### src/rtl/updown_counter_param.sv
// Up/down counter over 0..LIMIT with programmable step, sync clear/load, and wrap or saturate.
// One-cycle latency on q/tc/ovf, match is combinational; no backpressure, acts every enabled edge.
module updown_counter_param #(
    parameter int unsigned      WIDTH    = 8,
    parameter logic [WIDTH-1:0] LIMIT    = {WIDTH{1'b1}},
    parameter bit               SATURATE = 1'b0
) (
    input  logic             clk,
    input  logic             reset,
    input  logic             clear,
    input  logic             load,
    input  logic [WIDTH-1:0] data,
    input  logic             en,
    input  logic             mode,
    input  logic [WIDTH-1:0] step,
    input  logic [WIDTH-1:0] cmp,
    output logic [WIDTH-1:0] q,
    output logic             tc,
    output logic             ovf,
    output logic             match
);

    localparam logic [WIDTH:0]   LIMIT_X = {1'b0, LIMIT};
    localparam logic [WIDTH-1:0] ONE     = WIDTH'(1);

    logic [WIDTH-1:0] q_r, q_nxt;
    logic             tc_r, tc_nxt;
    logic             ovf_r, ovf_nxt;
    logic [WIDTH:0]   sum_up;

    always_comb begin
        q_nxt   = q_r;
        tc_nxt  = 1'b0;
        ovf_nxt = ovf_r;
        sum_up  = {1'b0, q_r} + {1'b0, step};

        if (clear) begin
            q_nxt   = '0;
            ovf_nxt = 1'b0;
        end else if (load) begin
            q_nxt = (data > LIMIT) ? LIMIT : data;
        end else if (en) begin
            if (mode) begin
                if (sum_up > LIMIT_X) begin
                    tc_nxt  = 1'b1;
                    ovf_nxt = 1'b1;
                    // The wrapped result always fits in WIDTH bits, so modular arithmetic is exact.
                    if (SATURATE) q_nxt = LIMIT;
                    else          q_nxt = q_r + step - LIMIT - ONE;
                end else begin
                    q_nxt = sum_up[WIDTH-1:0];
                end
            end else begin
                if (step > q_r) begin
                    tc_nxt  = 1'b1;
                    ovf_nxt = 1'b1;
                    if (SATURATE) q_nxt = '0;
                    else          q_nxt = q_r + LIMIT + ONE - step;
                end else begin
                    q_nxt = q_r - step;
                end
            end
        end
    end

    always_ff @(posedge clk or posedge reset) begin
        if (reset) begin
            q_r   <= '0;
            tc_r  <= 1'b0;
            ovf_r <= 1'b0;
        end else begin
            q_r   <= q_nxt;
            tc_r  <= tc_nxt;
            ovf_r <= ovf_nxt;
        end
    end

    assign q     = q_r;
    assign tc    = tc_r;
    assign ovf   = ovf_r;
    assign match = (q_r == cmp);

    // Steps larger than the range are not supported when counting.
    step_in_range: assert property (@(posedge clk) disable iff (reset)
        (en && !clear && !load) |-> (step <= LIMIT));

endmodule

### config.mk
export PLATFORM = sky130hd
export DESIGN_NAME = updown_counter_param
export DESIGN_NICKNAME = d
export VERILOG_FILES = /design/src/rtl/updown_counter_param.sv
export SDC_FILE = /design/constraint.sdc
export NUM_CORES = 1
export LEC_CHECK = 0
export CORE_ASPECT_RATIO = 0.8
export CORE_MARGIN = 3
export CORE_UTILIZATION = 40
export DETAILED_ROUTE_END_ITERATION = 12
export MAX_ROUTING_LAYER = met4
export PLACE_DENSITY = 0.71
export SKIP_CTS_REPAIR_TIMING = 1
export SLEW_MARGIN = 30
export SYNTH_ARGS = -nofsm -noshare
export SYNTH_HDL_FRONTEND = slang
export SYNTH_SLANG_ARGS = --single-unit
### constraint.sdc
create_clock -name clk -period 2.6 [get_ports clk]
set_input_delay 0.26 -clock clk [delete_from_list [all_inputs] [get_ports clk]]
set_output_delay 0.26 -clock clk [all_outputs]
set_load 0.02 [all_outputs]
# Word-level counts from Yosys, hierarchy flattened
# Index checks and enable logic that the tools add are counted.
# totals
regBits	10
out_inout_bits	11
wordCells	40
# classes
add_sub_neg	8
order_cmp	3
n_eq_ne	3
mux	19
n_reduce_logical	4
# ops
cell	n
$mux 8	7
$sub 8x8->8	2
$mux 1	12
$add 8x8->9	1
$gt 9x8->1 const B	1
$add 8x1->8 const B	1
$add 8x8->8	1
$add 8x8->8 const B	1
$eq 8x8->1	1
$gt 8x8->1	1
$gt 8x8->1 const B	1
$sub 8x1->8 const B	1
$sub 8x8->8 const B	1
$reduce_bool 3->1	2
$reduce_and 4->1	1
$ne 3x2->1 const B	1
$ne 2x2->1 const B	1
$reduce_bool 2->1	1

# Longest topological paths before layout
# Gate-level depths: netlist of run 1.
# depth
word_depth	8
ltp_mapped	10
mapped_depth_nobuf	10

# Worst setup path before layout of run 1
# No wires, ideal clock.
# synth_timing
kind	register -> register
start	register q_r[1] (netlist: q[1])
end	register q_r[3] (netlist: q[3])
setup_ns	0.083
t_arrival_ns	2.030
required_ns	2.517
path_slack_ns	0.487
path_stages_with_launch	8
n_path_buf	0
period_less_slack_ns	2.113
path_cell_list	dfrtp_1 > ha_1 > nor2b_1 > o21ai_0 > a21oi_1 > a41o_1 > or4_1 > o21ai_0
# synth_via
elab_chain_len	8
elab_cells_between_ends	16
# synth_lines
item	line	rtl
from (decl)	26	logic [WIDTH-1:0] q_r, q_nxt;
from (signal assigned)	72	q_r <= q_nxt;
$add 8x8->8, on equally long branches	58, 49	
$add 8x1->8 or $sub 8x8->8 (tied branches)	58, 49	
$sub 8x8->8 or $sub 8x1->8 (tied branches)	58, 49	
$mux 8, on equally long branches	54, 44	
$mux 8 (*)	43	if (mode) begin
$mux 8 (*)	42	end else if (en) begin
$mux 8 (*)	40	end else if (load) begin
$mux 8 (*)	37	if (clear) begin
# Every way passes the cells marked *; elsewhere a longest branch is shown, timed or not. The select of a mux whose other input is x is not followed.
# A chain may end at the register's enable or synchronous reset.

# Worst setup path in the final report of run 1
# layout_timing
start	input port step[1]
end	register q_r[7] (netlist: q[7])
# layout_via
elab_chain_len	8
elab_cells_between_ends	14
# layout_lines
item	line	rtl
from (decl)	15	input logic [WIDTH-1:0] step,
$add 8x8->8	49	else q_nxt = q_r + step - LIMIT - ONE;
$sub 8x8->8	49	
$sub 8x1->8	49	
$mux 8	44	if (sum_up > LIMIT_X) begin
$mux 8 (*)	43	
$mux 8 (*)	42	
$mux 8 (*)	40	
$mux 8 (*)	37	
# Marks and branches as above.

==> results of run 1 <==
==> sequential cells by signal (all words and copies together), names as in the netlist <==
register and flops:
ovf 1, tc 1, q 8
==> cell usage after synthesis <==
| master | number | share of area (%) |
|---|---|---|
| a2111oi_0 | 1 | 0.69 |
| a2111oi_2 | 1 | 1.2 |
| a211o_1 | 1 | 0.69 |
| a211oi_1 | 5 | 3.0 |
| a211oi_2 | 1 | 0.99 |
| a21boi_0 | 2 | 1.2 |
| a21oi_1 | 18 | 7.1 |
| a221o_1 | 1 | 0.79 |
| a221oi_2 | 1 | 1.2 |
| a22o_1 | 1 | 0.69 |
| a31o_2 | 1 | 0.69 |
| a31oi_1 | 1 | 0.50 |
| a41o_1 | 1 | 0.79 |
| a41oi_2 | 1 | 1.3 |
| buf_1 | 1 | 0.30 |
| buf_2 | 1 | 0.40 |
| clkbuf_1 | 3 | 0.89 |
| clkinv_1 | 1 | 0.30 |
| dfrtp_1 | 10 | 20 |
| fa_1 | 2 | 3.2 |
| ha_1 | 16 | 16 |
| inv_1 | 17 | 5.1 |
| inv_2 | 1 | 0.30 |
| mux2i_1 | 1 | 0.79 |
| nand2_1 | 6 | 1.8 |
| nand2b_1 | 2 | 0.99 |
| nand3_1 | 3 | 1.2 |
| nand4_1 | 2 | 0.99 |
| nor2_1 | 15 | 4.5 |
| nor2b_1 | 3 | 1.5 |
| nor3_1 | 6 | 2.4 |
| nor3b_1 | 1 | 0.59 |
| nor4_1 | 1 | 0.50 |
| o2111ai_1 | 1 | 0.69 |
| o211ai_1 | 1 | 0.59 |
| o21a_1 | 1 | 0.59 |
| o21ai_0 | 9 | 3.6 |
| o21ba_2 | 1 | 0.79 |
| o22ai_1 | 1 | 0.50 |
| o31ai_1 | 1 | 0.59 |
| or3_1 | 2 | 0.99 |
| or4_1 | 1 | 0.59 |
| xnor2_1 | 13 | 9.0 |
==> metrics by stage <==
stage          util, %  hold slack (ns)  instance area [um2]  std cells
3_3_place_gp      59.2            0.567                 1710        235
5_1_grt           61.1            0.375                 1770        239
3_5_place_dp      59.2            0.577                 1710        235
2_1_floorplan        -            0.100                 1260        159
6_report          61.1            0.313                 1770        239
4_1_cts           61.1            0.332                 1770        239
==> cell type report <==
type	instances	area, um2	share of cell area (%)
clock buffer	4	55.1	3.11
sequential	10	250	14.2
timing repair buffer	43	423	23.9
tap	38	47.5	2.69
multi-input combinational	125	921	52.1
inverter	19	71.3	4.03
==> cell families (layout without fill, tap and decap cells) <==
logic type               count (synthesis)  after routing
AO/OA/AOI/OAI                           51             51
AND/OR/NAND/NOR                         42             42
buffers and inverters                   24             66
adder cells (fa/ha/maj)                 18             18
XOR/XNOR                                13             13
flip-flops                              10             10
multiplexers                             1              1
==> how the worst max path moves through the flow <==
stage	from	endpoint	slack (ns)	cells after the start
after CTS	step[1]	q[3]	0.35	9
after global placement	step[1]	q[3]	0.16	9
final	step[1]	q[7]	0.35	9
after detailed placement	step[1]	q[3]	0.11	9
after floorplan	q[1]	q[3]	0.49	7
after global routing	step[1]	q[3]	0.18	9
==> cell usage in the layout (no fill, tap or decap), types with 3 or more instances in the layout <==
master / count
nor3_1: 6
clkbuf_8: 4
xnor2_1: 13
nor2b_1: 3
dfrtp_1: 10
a211oi_1: 5
a21oi_1: 18
o21ai_0: 9
buf_4: 3
inv_1: 17
nand3_1: 3
ha_1: 16
nand2_1: 6
clkdlybuf4s50_1: 40
nor2_1: 15
==> power groups by stage <==
stage          clock, mW  sequential, mW  combinational (mW)
2_1_floorplan          0           0.209               0.198
3_3_place_gp           0           0.198               0.330
3_5_place_dp           0           0.198               0.338
4_1_cts            0.199           0.196               0.340
5_1_grt            0.210           0.199               0.373
6_report           0.198           0.196               0.340
==> metal layers <==
metal | wire length [um] | vias up
li1 | - | 652
met1 | 1620 | 590
met2 | 1570 | 38
met3 | 220 | 3
met4 | 8 | 0
met5 | 0 | -
==> metrics.csv, run 1 <==
stage,metric,value,unit
drt,dr.pass1.iters,4,
global_routing,grt_overflow,0,
clocking,cts_tree,yes,
power_and_ir_drop,p_total,0.734,mW
final_layout,layout-drive-gt1-share,6.97,%
power_and_ir_drop,vdd_drop_max,0.308,mV
logic_synthesis,synthesis.area,0.00126,mm2
power_and_ir_drop,comb_power_share,46.3,%
placement,place_congestion,0.868,
die,die-area,0.00387,mm2
worst_setup_path,worstPathArrival,2.38,ns
power_and_ir_drop,p_per_area,415,mW/mm2
global_routing,grt_use_met2,29.4,%
logic_synthesis,synth_fa_ha_area_share,19.0,%
sta,fin_crit,2.25,ns
clocking,htree_num_levels,1,
die,die_h,56.3,um
sta,setup_viol,0,
final_layout,fill_cells,274,
logic_synthesis,synth-simple-area-share,16.0,%
logic_synthesis,ys_types,43,
power_and_ir_drop,p_leak,0.753,nW
drt,drc_errors,0,
logic_synthesis,synth_top_family_by_area,compound AO/OA/AOI/OAI gates,
die,fp.coreArea,0.00289,mm2
logic_synthesis,synthXorXnorAreaFrac,9.02,%
drt,wire_per_inst,14.3,um
global_routing,busiest_layer,met2,
clocking,clock_sinks,10,
worst_setup_path,cp_cell_sequence,clkdlybuf4s50_1 > inv_1 > ha_1 > nor2b_1 > o2111ai_1 > a31o_2 > a211oi_2 > xnor2_1 > a211oi_1,
power_and_ir_drop,clockPowerShare,27.0,%
worst_setup_path,max_stage_delay,0.49,ns
sta,final.setup_skew,0.000730,ns
die,die_x,68.8,um
worst_setup_path,reg2reg_depth,7,
global_routing,grt_pass1_wl,5.53,mm
global_routing,groute.usage.overall,19.0,%
run_status,status,completed,
final_layout,area_growth,40.0,%
sta,worst_pin_slew,0.513,ns
logic_synthesis,yosysSeqAreaShare,19.8,%
worst_setup_path,crit_required,2.74,ns
worst_setup_path,end_kind,register,
global_routing,grt_pass1_vias,1225,
logic_synthesis,ys_ff_latch,10,
power_and_ir_drop,p_int,0.476,mW
worst_setup_path,timing.rr.end,q[7],
clocking,clock_latency,0.24,ns
worst_setup_path,cp_max_fo,2,
sta,slew_violations,0,
die,rows,17,
drt,finalWirelength,3.42,mm
sta,relSlewSlack,65.7,%
global_routing,grt.met1_usage,26.1,%
worst_setup_path,worst-path-buf-inv,2,
drt,final_antenna_net_count,0,
logic_synthesis,synth-compound-area-share,28.1,%
drt,vias_per_cell,5.37,
worst_setup_path,critPathTopFamily,compound AO/OA/AOI/OAI gates,
power_and_ir_drop,p_sw_share,35.2,%
logic_synthesis,synthesis.nets,207,
sta,finalCritPeriodShare,86.4,%
global_routing,grt_max_degree,16,
logic_synthesis,yosys_warnings,0,
clocking,cts_buffer_depth,2,
power_and_ir_drop,pwr-share-seq,26.7,%
logic_synthesis,synthCells,159,
global_routing,grt_use_met3,4.40,%
worst_setup_path,r2r-start,q[1],
placement,numPortBuffers,40,
global_routing,antenna_found_initial,0,
die,io-pin-count,41,
sta,max_freq,445,MHz
final_layout,nNetsFinal,250,
worst_setup_path,critPathSlowestCell,clkdlybuf4s50_1,
drt,num_vias,1283,
sta,layout_setup_ws,0.353,ns
clocking,cts_made_buffers,3,
die,initial_core_util,43.6,%
drt,first_iter_violations,63,
worst_setup_path,cp-start-kind,input port,
worst_setup_path,criticalPathCategory,in -> reg,
power_and_ir_drop,p_switching,0.259,mW
sta,rsz0062_at_grt,no,
logic_synthesis,synth_mux_area_share,0.793,%
worst_setup_path,worst-r2r-setup-slack,0.42,ns
sta,setup_tns,0,ns
clocking,clkTransAtPathRegs,0.05,ns
placement,post-place-ws,0.107,ns
final_layout,antennaDiodeCount,0,
placement,dp.final_hpwl,2.74,mm
clocking,clockRootBuffer,clkbuf_8,
sta,finalHoldViolations,0,
logic_synthesis,syn_area_per_cell,7.94,um2
worst_hold_path,min_path_type,in -> async,
flow_run,cap_viol_max_count,0,
(Power assumes the default switching activity.)
==> run 2: changes to the inputs <==
- HOLD_SLACK_MARGIN: not set -> 0.15
==> results of run 2 <==
The final DEF is identical to that of run 1; final timing and power are the same.
==> run 3: changes to the inputs <==
- clock period: 2.6 -> 2.1 ns (I/O delays scaled with it)
==> run 3 against run 2 <==
  * Flip-flop and latch count stayed put
  * Utilization is 8.0 points higher
  * Combinational power is 58% higher
  * Total power is 34% higher
  * Sequential share of layout area is 1.6 points lower
  * Clock skew is 0.0078 ns higher
  * Register-to-register slack worse by 0.38 ns
  * Worst setup slack worse by 0.32 ns
  * Cell count is 7.5% higher
  * Hold slack worse by 0.044 ns
==> metrics.csv, run 3 (same netlist as run 1, synthesis figures left out) <==
stage,metric,value,unit,change
run_status,status,completed,,unchanged
power_and_ir_drop,clockPowerShare,21.3,%,was 27.0%
power_and_ir_drop,vdd_drop_max,0.344,mV,was 0.308 mV
clocking,htree_num_levels,1,,unchanged
worst_hold_path,min_path_type,in -> async,,unchanged
die,initial_core_util,43.6,%,unchanged
flow_run,cap_viol_max_count,0,,unchanged
sta,setup_viol,0,,unchanged
worst_setup_path,worst-r2r-setup-slack,0.04,ns,was 0.42 ns
sta,final.setup_skew,0.00854,ns,was 0.000730 ns
clocking,cts_made_buffers,3,,unchanged
power_and_ir_drop,p_switching,0.360,mW,was 0.259 mW
drt,drc_errors,0,,unchanged
drt,final_antenna_net_count,0,,unchanged
sta,finalCritPeriodShare,98.2,%,
sta,max_freq,485,MHz,
sta,worst_pin_slew,0.398,ns,was 0.513 ns
power_and_ir_drop,comb_power_share,54.6,%,was 46.3%
die,die_x,68.8,um,unchanged
worst_setup_path,criticalPathCategory,reg -> reg,,was in -> reg
final_layout,nNetsFinal,268,,was 250
die,die_h,56.3,um,unchanged
final_layout,layout-drive-gt1-share,21.9,%,was 6.97%
drt,finalWirelength,4.19,mm,was 3.42 mm
drt,num_vias,1436,,was 1283
placement,place_congestion,0.926,,was 0.868
clocking,cts_tree,yes,,unchanged
worst_setup_path,worstPathArrival,2.17,ns,was 2.38 ns
clocking,clockRootBuffer,clkbuf_8,,unchanged
clocking,cts_buffer_depth,2,,unchanged
drt,wire_per_inst,16.3,um,was 14.3 um
final_layout,finish.utilization,69.1,%,was 61.1%
final_layout,mostFrequentLayoutCell,clkdlybuf4s50_1,,unchanged
drt,dr.pass1.iters,4,,unchanged
power_and_ir_drop,p_int,0.623,mW,was 0.476 mW
final_layout,design_area,0.00200,mm2,was 0.00177 mm2
final_layout,fill_cells,229,,was 274
clocking,clock_latency,0.24,ns,about the same
worst_setup_path,timing.rr.end,q[4],,was q[7]
power_and_ir_drop,p_per_area,492,mW/mm2,was 415 mW/mm2
sta,fin_crit,2.06,ns,
worst_setup_path,end_kind,register,,unchanged
final_layout,area_growth,58.4,%,was 40.0%
die,io-pin-count,41,,unchanged
final_layout,final_cell_mix,"clkdlybuf4s50_1, buf_4, a21oi_1",,"was clkdlybuf4s50_1, a21oi_1, inv_1"
global_routing,grt_pass1_vias,1394,,was 1225
sta,relSlewSlack,72.8,%,was 65.7%
drt,vias_per_cell,5.59,,was 5.37
clocking,clock_sinks,10,,unchanged
final_layout,antennaDiodeCount,0,,unchanged
worst_setup_path,reg2reg_depth,9,,was 7
placement,numPortBuffers,40,,unchanged
global_routing,grt_max_degree,14,,was 16
die,fp.coreArea,0.00289,mm2,unchanged
power_and_ir_drop,p_sw_share,36.6,%,was 35.2%
global_routing,grt_overflow,0,,unchanged
drt,first_iter_violations,85,,was 63
worst_setup_path,cp_max_fo,4,,was 2
placement,placed_area,0.00184,mm2,was 0.00171 mm2
worst_setup_path,cp-start-kind,register,,was input port
global_routing,groute.usage.overall,22.2,%,was 19.0%
final_layout,largest_reg_flops,8,,unchanged
sta,timing.hold.ws,0.269,ns,was 0.313 ns
power_and_ir_drop,p_total,0.984,mW,was 0.734 mW
placement,dp.final_hpwl,3.16,mm,was 2.74 mm
power_and_ir_drop,pwr-share-seq,24.1,%,was 26.7%
worst_setup_path,r2r-start,q[0],,was q[1]
die,rows,17,,unchanged
global_routing,grt_pass1_wl,6.45,mm,was 5.53 mm
global_routing,antenna_found_initial,0,,unchanged
die,die-area,0.00387,mm2,unchanged
sta,slew_violations,0,,unchanged
power_and_ir_drop,p_leak,0.876,nW,was 0.753 nW
clocking,clkTransAtPathRegs,0.05,ns,about the same
sta,finalHoldViolations,0,,unchanged
worst_setup_path,crit_required,2.21,ns,was 2.74 ns
[run 3: area by class of cell]
cell class | count | area (um2) | area share (%)
clock buffer | 4 | 45.0 | 2.25
multi-input combinational | 125 | 1020 | 50.9
timing repair buffer | 61 | 567 | 28.3
tap | 38 | 47.5 | 2.38
inverter | 19 | 71.3 | 3.57
sequential | 10 | 251 | 12.6
[run 3: worst max-delay path, stage by stage (launching register included)]
cell and delay (ns):
dfrtp_1 0.38, buf_4 0.16, ha_2 0.19, fa_2 0.35, nand2b_1 0.13, a21oi_1 0.10
o21ai_0 0.22, o31ai_2 0.12, xnor2_1 0.19, o21ai_0 0.10
[run 3: power by group through the flow]
| stage | clock [mW] | sequential [mW] | combinational, mW |
|---|---|---|---|
| 6_report | 0.209 | 0.237 | 0.538 |
| 5_1_grt | 0.222 | 0.239 | 0.585 |
| 4_1_cts | 0.213 | 0.234 | 0.483 |
| 3_5_place_dp | 0 | 0.236 | 0.480 |
| 3_3_place_gp | 0 | 0.235 | 0.467 |
| 2_1_floorplan | 0 | 0.259 | 0.245 |
[run 3: through the flow]
step / instances / worst slack (ns) / setup TNS, ns
after global routing: 257 / -0.0274 / -0.0379
after detailed placement: 252 / -0.321 / -1.74
final: 257 / 0.0374 / 0
after CTS: 256 / -0.0796 / -0.217
after floorplan: 159 / 0.0122 / 0
after global placement: 252 / -0.320 / -1.49
[run 3: worst max-delay path by stage]
stage	startpoint	end	slack (ns)	depth (start not counted)
after floorplan	q[0]	q[6]	0.01	10
after global placement	step[1]	q[3]	-0.32	9
after detailed placement	step[1]	q[3]	-0.32	9
after CTS	step[1]	q[3]	-0.08	9
after global routing	q[0]	q[6]	-0.03	9
final	q[0]	q[4]	0.04	9
[run 3: routing by layer]
layer	GRT usage [%]	vias up	share of wire [%]
li1	-	689	-
met1	28.5	657	40
met3	4.80	7	8.9
met4	5.00	0	1.7
met2	35.5	83	49
met5	-	-	0
